File: src/rtl/uart_hex_sender.sv
// uart_hex_sender: serialises 32-bit read-back words to the UART TX byte stream as 8 ASCII hex chars plus a separator
module uart_hex_sender #(
    parameter int WORDS_PER_LINE = 4,
    parameter bit UPPER_HEX      = 1'b0
) (
    input  logic        clk,
    input  logic        rst,
    input  logic        rdata_snd_start,
    input  logic [31:0] rdata_snd,
    input  logic        read_stop,
    input  logic        line_clear,
    output logic        tx_valid,
    output logic [7:0]  tx_data,
    input  logic        tx_ready,
    output logic        flushing_wq,
    output logic        sender_busy,
    output logic        overflow
);
    localparam int LW = WORDS_PER_LINE > 1 ? $clog2(WORDS_PER_LINE) : 1;
    localparam logic [LW-1:0] LAST = LW'(WORDS_PER_LINE - 1);
    localparam logic [2:0] IDLE = 3'd0, CHAR = 3'd1, SEP = 3'd2, CR = 3'd3, LF = 3'd4, DONE = 3'd5;
    logic [2:0]    state_q, state_d;
    logic [31:0]   shreg_q, shreg_d, pend_q, pend_d;
    logic          pend_full_q, pend_full_d, abort_q, abort_d, ovf_q, ovf_d;
    logic [2:0]    nib_q, nib_d;
    logic [LW-1:0] line_q, line_d;
    logic [3:0]    nib;
    logic [7:0]    hex_c;
    logic          idle, accept, stop;
    assign idle        = state_q == IDLE;
    assign tx_valid    = state_q == CHAR || state_q == SEP || state_q == CR || state_q == LF;
    assign accept      = tx_valid & tx_ready;
    assign stop        = read_stop & ~idle;
    assign nib         = shreg_q[31:28];
    assign hex_c       = nib < 4'd10 ? 8'h30 + {4'h0, nib} : (UPPER_HEX ? 8'h37 : 8'h57) + {4'h0, nib};
    assign tx_data     = state_q == CHAR ? hex_c :
                         state_q == SEP  ? 8'h20 :
                         state_q == CR   ? 8'h0D :
                         state_q == LF   ? 8'h0A : 8'h00;
    assign flushing_wq = state_q == DONE;
    assign sender_busy = ~idle | pend_full_q;
    assign overflow    = ovf_q;
    always_comb begin
        state_d     = state_q;
        shreg_d     = shreg_q;
        nib_d       = nib_q;
        line_d      = line_q;
        pend_d      = pend_q;
        pend_full_d = pend_full_q;
        abort_d     = abort_q;
        ovf_d       = ovf_q;
        if (idle) begin
            // a word parked in the pending slot is served before a fresh start, which then takes its place
            if (pend_full_q) begin
                shreg_d     = pend_q;
                nib_d       = 3'd7;
                state_d     = CHAR;
                pend_d      = rdata_snd;
                pend_full_d = rdata_snd_start;
            end else if (rdata_snd_start) begin
                shreg_d = rdata_snd;
                nib_d   = 3'd7;
                state_d = CHAR;
            end
        end else if (stop) begin
            pend_full_d = 1'b0;
            line_d      = '0;
            abort_d     = tx_valid & ~tx_ready;
            state_d     = abort_d ? state_q : IDLE;
        end else begin
            if (rdata_snd_start) begin
                pend_d      = pend_full_q ? pend_q : rdata_snd;
                pend_full_d = 1'b1;
                ovf_d       = ovf_q | pend_full_q;
            end
            if (abort_q) begin
                state_d = accept ? IDLE : state_q;
                abort_d = ~accept;
            end else if (state_q == DONE) begin
                state_d = IDLE;
                line_d  = line_q == LAST ? '0 : line_q + LW'(1);
            end else if (accept) begin
                case (state_q)
                    CHAR: begin
                        shreg_d = {shreg_q[27:0], 4'h0};
                        nib_d   = nib_q - 3'd1;
                        state_d = nib_q != 3'd0 ? CHAR : line_q == LAST ? CR : SEP;
                    end
                    CR:      state_d = LF;
                    default: state_d = DONE;
                endcase
            end
        end
        if (line_clear) begin
            line_d = '0;
            ovf_d  = 1'b0;
        end
    end
    always_ff @(posedge clk) begin
        if (rst) begin
            state_q     <= IDLE;
            shreg_q     <= '0;
            pend_q      <= '0;
            pend_full_q <= 1'b0;
            abort_q     <= 1'b0;
            ovf_q       <= 1'b0;
            nib_q       <= '0;
            line_q      <= '0;
        end else begin
            state_q     <= state_d;
            shreg_q     <= shreg_d;
            pend_q      <= pend_d;
            pend_full_q <= pend_full_d;
            abort_q     <= abort_d;
            ovf_q       <= ovf_d;
            nib_q       <= nib_d;
            line_q      <= line_d;
        end
    end
endmodule

File: config.mk
export PLATFORM = sky130hd
export DESIGN_NAME = uart_hex_sender
export DESIGN_NICKNAME = d
export VERILOG_FILES = /design/src/rtl/uart_hex_sender.sv
export SDC_FILE = /design/constraint.sdc
export NUM_CORES = 1
export LEC_CHECK = 0
export CAP_MARGIN = 25
export CORE_MARGIN = 8
export CORE_UTILIZATION = 35
export DETAILED_ROUTE_END_ITERATION = 10
export GPL_ROUTABILITY_DRIVEN = 0
export HOLD_SLACK_MARGIN = 0.05
export PLACE_DENSITY = 0.56
export SLEW_MARGIN = 20
export SYNTH_ARGS = -nofsm -noshare
export SYNTH_HDL_FRONTEND = slang
export SYNTH_SLANG_ARGS = --single-unit
File: constraint.sdc
create_clock -name clk -period 2.1 [get_ports clk]
set_clock_uncertainty 0.05 [all_clocks]
set_input_delay 0.525 -clock clk [delete_from_list [all_inputs] [get_ports clk]]
set_output_delay 0.525 -clock clk [all_outputs]
set_load 0.03 [all_outputs]
==> results of run 1 <==
==> kinds of logic after synthesis <==
group | count (synthesis) | share of synthesized area, %
fa+ha+maj | 5 | 1.68
buf+inv | 48 | 7.39
mux | 32 | 8.60
compound gates | 133 | 22.8
xor+xnor | 4 | 0.941
simple gates | 163 | 18.2
flops | 75 | 40.3
other cells | 1 | 0.101
==> registers in the layout (all words and copies together) (netlist names) <==
signal	cells
overflow	1
nib_q	3
pend_q	32
abort_q	1
pend_full_q	1
line_q	2
state_q	3
shreg_q	32
==> metal layers <==
metal | vias up | track usage, %
met4 | 0 | 3.72
met3 | 11 | 3.83
li1 | 1684 | -
met1 | 1487 | 16.0
met2 | 63 | 20.8
met5 | - | 0
==> metrics by stage <==
step | setup TNS (ns) | cell area [um2] | util, % | setup WS [ns]
2_1_floorplan | 0 | 3720 | - | 0.00800
3_3_place_gp | -1.55 | 4280 | 41.4 | -0.0546
3_5_place_dp | -2.75 | 4280 | 41.4 | -0.0964
4_1_cts | -0.0350 | 4540 | 44.0 | -0.0350
5_1_grt | -0.140 | 4600 | 44.5 | -0.0784
6_report | 0 | 4600 | 44.5 | 0.0370
==> layout make-up <==
type / count / area (um2)
multi-input combinational: 339 / 2010
sequential: 75 / 1510
inverter: 10 / 42.5
timing repair buffer: 70 / 659
clock inverter: 2 / 35.0
clock buffer: 12 / 165
fill: 1034 / 5730
tap: 136 / 170
==> power by group through the flow <==
stage	clock network (uW)	logic (uW)	registers [uW]
2_1_floorplan	0	988	1760
3_3_place_gp	0	1270	1780
3_5_place_dp	0	1290	1790
4_1_cts	1180	1340	1760
5_1_grt	1230	1540	1800
6_report	1140	1370	1770
==> cells in the mapped netlist (2+ instances only) <==
| master | n | area (um2) |
|---|---|---|
| mux2i_1 | 32 | 320 |
| a31oi_1 | 5 | 31.3 |
| a41oi_1 | 2 | 17.5 |
| nor3b_1 | 2 | 15.0 |
| o21ai_2 | 2 | 17.5 |
| nand2_1 | 129 | 484 |
| buf_2 | 15 | 75.1 |
| nor3_1 | 5 | 25.0 |
| and4b_1 | 2 | 20.0 |
| a211oi_1 | 2 | 15.0 |
| a21oi_1 | 68 | 340 |
| o211ai_1 | 31 | 233 |
| nor2b_1 | 2 | 12.5 |
| nor2_1 | 15 | 56.3 |
| o2bb2ai_1 | 4 | 35.0 |
| inv_1 | 9 | 33.8 |
| o21a_1 | 2 | 15.0 |
| o21ai_0 | 6 | 30.0 |
| clkbuf_1 | 13 | 48.8 |
| buf_6 | 9 | 101 |
| xnor2_1 | 4 | 35.0 |
| ha_1 | 5 | 62.6 |
| dfxtp_1 | 75 | 1500 |
==> tightest hold or removal path: stages (launching register included) <==
cell and delay [ns]:
dfxtp_1 0.31, nand2_1 0.05, a21oi_1 0.05
==> worst min-delay path by stage <==
stage                     slack, ns  cells past startpoint        from          to
after global placement         0.39                      2  pend_q[28]  pend_q[28]
after global routing           0.42                      2  pend_q[19]  pend_q[19]
after floorplan                0.38                      1  shreg_q[0]  shreg_q[0]
after detailed placement       0.40                      2  pend_q[19]  pend_q[19]
final                          0.40                      2  pend_q[16]  pend_q[16]
after CTS                      0.41                      2  pend_q[19]  pend_q[19]
==> timing repair <==
action | 4_1_cts | 5_1_grt
buffers inserted | 3 | 1
cloned | 0 | 1
hold endpoints to repair | 0 | 0
resized for setup | 21 | 11
pin swaps | 3 | 9
setup endpoints to repair | 35 | 19
==> flow_summary.json, run 1 <==
{
  "drive_gt1_share_pct": 14.8,
  "p_sw_uw": 1440,
  "relSlewSlack_pct": 60.2,
  "ioPinCount": 50,
  "path_cells": "inv_2, ha_4, a211oi_4, a21oi_1, nor2_1, buf_4",
  "ant_nets": 0,
  "synth_fp_nets": 504,
  "period_share_pct": 98.2,
  "wl_met1_mm": 4.44,
  "p_int_uw": 2830,
  "antenna-diode-count": 0,
  "critPathTopFamily": "flip-flops",
  "core_um2": 10300,
  "drtIter0Drc": 171,
  "die_h_um": 119,
  "setup_violations": 0,
  "start_kind": "flip-flop",
  "cts_hold_buffers": 0,
  "hp-class": "flip-flop to flip-flop",
  "dr.pass1.iters": 4,
  "dieWidth_um": 119,
  "holdWs_ns": 0.405,
  "path_depth": 6,
  "peakVddDrop_mv": 0.426,
  "clk_pin_slew_ns": 0.08,
  "reg2reg_to": "pend_q[4]",
  "arrival_ns": 1.49,
  "critPathMaxFanout": 2,
  "max_stage_delay_ns": 0.34,
  "r2r_setup_slack_ns": 0.14,
  "highest_layer": "met4",
  "yosys_warnings": 0,
  "grt_pass1_wl_mm": 15.3,
  "maxCapViolCount": 0,
  "cts_tree": "done",
  "slew_violations": 0,
  "clock_tree.root_cell": "clkbuf_8",
  "synthFlopType": "dfxtp_1",
  "critPathKind": "flip-flop to output pin",
  "ys_seq_elements": 75,
  "stdcell_count": 644,
  "avgSynthCellArea_um2": 8.08,
  "die_area_um2": 14200,
  "max_freq_ghz": 0.485,
  "grt_pass1_vias": 3152,
  "clk-insertion-delay-late_ns": 0.34,
  "met2_length_mm": 4.23,
  "port_buffers": 48,
  "combPwrFrac_pct": 32.0,
  "cp_slowest_cell": "dfxtp_2",
  "vias_per_cell": 5.04,
  "htreeDepth": 3,
  "grt_max_degree": 60,
  "power.density_nw_per_um2": 931,
  "track_usage_pct": 12.8,
  "worstSetupEndpoint": "tx_data[1]",
  "end_kind": "output pin",
  "syn_to_final_growth_pct": 23.5,
  "routed_wirelength_mm": 9.22,
  "dp_cells": 625,
  "row_count": 37,
  "seq_area_frac_synth_pct": 40.3,
  "p_total_uw": 4280,
  "cts_buffers": 9,
  "critPathBufInv": 2,
  "syn_area_um2": 3720,
  "synth.distinct_cells": 45,
  "worst_pin_slew_ns": 0.598,
  "antenna_found_initial": 0,
  "cts_buffer_depth": 2,
  "outcome": "complete, no violations",
  "r2r_cells": 6,
  "vias": 3245,
  "overflow": 0,
  "min_period_ns": 2.06,
  "remaining_drc_errors": 0,
  "crit_start": "shreg_q[28]",
  "finalNetCount": 548,
  "cellLeakagePower_uw": 0.00163,
  "synth_cells": 461,
  "pwr-share-seq_pct": 41.3,
  "layout_common_cells": "nand2_1, dfxtp_1, a21oi_1",
  "synth_edf_count": 0,
  "wl_met3_um": 417,
  "clock_sinks": 75,
  "final_hold_viol_count": 0,
  "p_clk_share_pct": 26.7,
  "final_common_cell": "nand2_1",
  "wl_per_cell_um": 14.3,
  "reg2reg_from": "state_q[0]",
  "crit_required_ns": 1.52,
  "post-dp-hpwl_mm": 6.06,
  "rsz0062_at_grt": "yes",
  "power.share.switching_pct": 33.8,
  "initial_core_util_pct": 36.1,
  "synthArstFlopShare_pct": 0
}
Power figures use the tool's default switching activity.
==> run 2: changes to the inputs <==
Settings changed: CORE_UTILIZATION 35 to 25, PLACE_DENSITY 0.56 to 0.42.
Clock period 2.1 ns to 1.9 ns, I/O delays scaled along.
==> flow_summary.json, run 2 (synthesized netlist as in run 1, its figures left out) <==
{
  "reg2reg_from": "state_q[0]",
  "p_total_uw": 5610,
  "vias_per_cell": 4.64,
  "die_area_um2": 19100,
  "cts_buffers": 9,
  "drive_gt1_share_pct": 18.3,
  "timing.final.ws_setup_ns": -0.0606,
  "grt_pass1_vias": 3270,
  "dieWidth_um": 138,
  "cp_slowest_cell": "dfxtp_2",
  "layout_common_cells": "nand2_1, dfxtp_1, a21oi_1",
  "peakVddDrop_mv": 0.481,
  "slew_violations": 0,
  "vias": 3266,
  "crit_required_ns": 1.37,
  "wl_per_cell_um": 14.2,
  "maxCapViolCount": 0,
  "final_hold_viol_count": 0,
  "antenna_found_initial": 0,
  "hp-class": "flip-flop to flip-flop",
  "rsz0062_at_grt": "yes",
  "min_from": "pend_q[23]",
  "grt_max_degree": 32,
  "max_stage_delay_ns": 0.33,
  "post-dp-hpwl_mm": 6.76,
  "drtIter0Drc": 178,
  "critPathMaxFanout": 3,
  "clk_pin_slew_ns": 0.06,
  "cellLeakagePower_uw": 0.00179,
  "dr.pass1.iters": 6,
  "path_cells": "inv_2, ha_4, a211oi_2, a21oi_1, nor2_1, buf_4",
  "cts_tree": "done",
  "max_freq_ghz": 0.510,
  "nFillCells": 1552,
  "end_kind": "output pin",
  "min_path_cells": 2,
  "crit_start": "shreg_q[29]",
  "period_share_pct": 103,
  "clk-insertion-delay-late_ns": 0.33,
  "critPathKind": "flip-flop to output pin",
  "port_buffers": 48,
  "dp_cells": 685,
  "clock_tree.root_cell": "clkbuf_16",
  "htreeDepth": 3,
  "largestRegisters": "pend_q (32), shreg_q (32)",
  "arrival_ns": 1.44,
  "min_period_ns": 1.96,
  "outcome": "complete, but fails checks",
  "overflow": 0,
  "final_util_pct": 34.0,
  "r2r_cells": 7,
  "cts_buffer_depth": 2,
  "stdcell_count": 704,
  "setup_violations": 5,
  "final_common_cell": "nand2_1",
  "grt_pass1_wl_mm": 16.6,
  "initial_core_util_pct": 25.6,
  "track_usage_pct": 10.4,
  "core_um2": 14500,
  "finalNetCount": 558,
  "power.density_nw_per_um2": 1130,
  "die_h_um": 138,
  "start_kind": "flip-flop",
  "row_count": 44,
  "clock_sinks": 75,
  "routed_wirelength_mm": 9.99,
  "ant_nets": 0,
  "antenna-diode-count": 0,
  "remaining_drc_errors": 0,
  "syn_to_final_growth_pct": 32.7,
  "violations": "setup timing",
  "ioPinCount": 50
}
-- run 2: cell count changes in the layout (fill, tap and decap cells not counted), moves of 2 or more --
| cell | before | now |
|---|---|---|
| clkbuf_8 | 12 | 3 |
| dfxtp_2 | 5 | 7 |
| bufinv_16 | 1 | 3 |
| nor2_2 | 0 | 2 |
| buf_4 | 25 | 34 |
| clkbuf_16 | 0 | 9 |
-- run 2: final timing paths --
| path | end | slack, ns |
|---|---|---|
| worst max-delay path | tx_data[1] | -0.06 |
| worst min-delay path | pend_q[23] | 0.40 |
| worst max register to register | pend_q[3] | 0.17 |
| worst min register to register | pend_q[23] | 0.40 |
-- run 2: worst max-delay path: cells and delay by family, from the launching register on --
family / cells / cell delay, ns
buffers and inverters: 2 / 0.22
AND/OR/NAND/NOR: 1 / 0.10
flip-flops: 1 / 0.33
AO/OA/AOI/OAI: 2 / 0.23
adder cells (fa/ha/maj): 1 / 0.23
-- run 2: what timing repair did --
| item | in CTS | in global routing |
|---|---|---|
| setup endpoints to repair | 9 | 26 |
| setup buffers | 2 | 0 |
| cloned | 1 | 0 |
| hold buffers | 0 | 0 |
| pin swaps | 7 | 2 |
| gates resized for setup | 16 | 14 |
-- run 2: power breakdown --
| group | switching [uW] | internal (uW) |
|---|---|---|
| clock | 662 | 1390 |
| sequential | 135 | 1820 |
| combinational | 926 | 677 |
-- run 2: final cells by class --
class                           count  area, um2  share of cell area [%]
Tap cell                          184        230                    4.66
Timing Repair Buffer               80        749                    15.2
Clock inverter                      4       95.1                    1.92
Multi-Input combinational cell    339       2050                    41.4
Inverter                           10       42.5                   0.861
Clock buffer                       12        267                    5.39
Sequential cell                    75       1510                    30.6
-- run 2: per-stage QoR --
stage / setup WS, ns / setup TNS, ns / instance area [um2] / hold WS [ns]
after floorplan: -0.0948 / -2.50 / 3740 / 0.383
after global placement: -0.214 / -12.92 / 4450 / 0.390
after detailed placement: -0.248 / -14.16 / 4450 / 0.396
after CTS: -0.101 / -0.384 / 4890 / 0.404
after global routing: -0.176 / -0.567 / 4940 / 0.419
final: -0.0606 / -0.165 / 4940 / 0.404
-- run 2: metal layers --
layer	track usage [%]	routed length (um)	share of wire, %	up-vias
met4	4.18	141	1.4	0
met2	16.4	4550	46	41
met5	0	0	0	-
li1	-	-	-	1706
met1	13.4	5020	50	1508
met3	2.12	274	2.7	11
==> run 3: changes to the inputs <==
Settings changed: ABC_CLOCK_PERIOD_IN_PS set to 1900, CORE_UTILIZATION 25 to 29, PLACE_DENSITY 0.42 to 0.47.
==> flow_summary.json, run 3 (synthesized netlist as in run 1, its figures left out) <==
{
  "finalNetCount": 563,
  "clock_sinks": 75,
  "start_kind": "flip-flop",
  "drtIter0Drc": 135,
  "clk-insertion-delay-late_ns": 0.33,
  "wl_met1_mm": 4.70,
  "place_area_um2": 4420,
  "multiInputGateArea_um2": 2050,
  "post-dp-hpwl_mm": 6.48,
  "maxCapViolCount": 0,
  "met2_length_mm": 4.45,
  "hp-class": "flip-flop to flip-flop",
  "regArea_um2": 1510,
  "cts_hold_buffers": 0,
  "final_common_cell": "nand2_1",
  "slew_violations": 0,
  "critPathKind": "flip-flop to output pin",
  "grt_pass1_vias": 3250,
  "outcome": "complete, but fails checks",
  "highest_layer": "met4",
  "clk_pin_slew_ns": 0.06,
  "track_usage_pct": 11.9,
  "peakVddDrop_mv": 0.480,
  "grt_max_degree": 33,
  "rsz0062_at_grt": "yes",
  "die_h_um": 129,
  "nFillCells": 1285,
  "clock_tree.root_cell": "clkbuf_16",
  "cts_buffer_depth": 2,
  "max_freq_ghz": 0.500,
  "grt_pass1_wl_mm": 15.8,
  "fin_setup_tns_ns": -0.143,
  "routed_wirelength_mm": 9.70,
  "fin_area_um2": 4930,
  "initial_core_util_pct": 29.6,
  "final_hold_viol_count": 0,
  "cts_tree": "done",
  "vias_per_cell": 4.78,
  "setup_violations": 5,
  "dr.pass1.iters": 4,
  "violations": "setup timing",
  "critPathMaxFanout": 2,
  "layout_common_cells": "nand2_1, a21oi_1, dfxtp_1",
  "remaining_drc_errors": 0,
  "ioPinCount": 50,
  "ant_nets": 0,
  "die_area_um2": 16700,
  "arrival_ns": 1.47,
  "row_count": 41,
  "timing.final.ws_setup_ns": -0.0998,
  "dieWidth_um": 129,
  "period_share_pct": 105,
  "core_um2": 12600,
  "drive_gt1_share_pct": 19.0,
  "syn_to_final_growth_pct": 32.3,
  "antenna_found_initial": 0,
  "wl_per_cell_um": 13.9,
  "port_buffers": 48,
  "crit_required_ns": 1.37,
  "vias": 3332,
  "cts_buffers": 9,
  "power.density_nw_per_um2": 1080,
  "largestRegisters": "pend_q (32), shreg_q (32)",
  "end_kind": "output pin",
  "htreeDepth": 3,
  "cellLeakagePower_uw": 0.00178,
  "antenna-diode-count": 0,
  "overflow": 0,
  "min_period_ns": 2.00,
  "wl_met3_um": 415
}
## run 3: cell types whose count changed in the layout (fill, tap and decap cells not counted), sizes merged
cell | previous run | this run
bufinv | 3 | 1
clkinv | 2 | 3
buf | 43 | 48
clkinvlp | 0 | 1
## run 3: critical path, cell delays in order (launching register included)
cell	delay, ns
dfxtp_2	0.33
inv_2	0.05
ha_4	0.23
a211oi_2	0.20
a21oi_1	0.06
nor2_1	0.10
buf_4	0.16
## run 3: report_power, final
group	switching, uW	internal (uW)
clock	642	1120
combinational	930	694
sequential	136	1820
total	1710	3630
## run 3: final timing paths
check	start	to	slack, ns	cells after the start
min reg2reg	pend_q[1]	pend_q[1]	0.40	2
min	pend_q[1]	pend_q[1]	0.40	2
max reg2reg	state_q[0]	state_q[0]	0.09	6
max	shreg_q[29]	tx_data[1]	-0.1	6
## run 3: repair_timing
item	in CTS	in global routing
setup endpoints to repair	9	13
pin swaps	4	7
buffers inserted	4	4
gates resized for setup	16	20
gates cloned	0	1
## run 3: metrics by stage
step	util, %	std cells	hold WS, ns	setup WS [ns]	power (uW)
6_report	39.2	697	0.401	-0.0998	5340
5_1_grt	39.2	697	0.419	-0.219	5700
4_1_cts	38.3	692	0.404	-0.106	5350
3_5_place_dp	35.2	672	0.396	-0.246	3490
3_3_place_gp	35.2	672	0.392	-0.215	3470
2_1_floorplan	-	461	0.383	-0.0948	3050
## run 3: cell type report
type,count,area share [%]
Clock buffer,12,5.41
Clock inverter,4,0.965
Inverter,10,0.864
Multi-Input combinational cell,339,41.7
Sequential cell,75,30.7
Tap cell,172,4.37
Timing Repair Buffer,85,16.1
## run 3: routing by layer
metal | up-vias | track usage (%)
met1 | 1547 | 15.2
met4 | 0 | 5.04
met2 | 49 | 18.3
met3 | 11 | 3.16
met5 | - | 0
li1 | 1725 | -
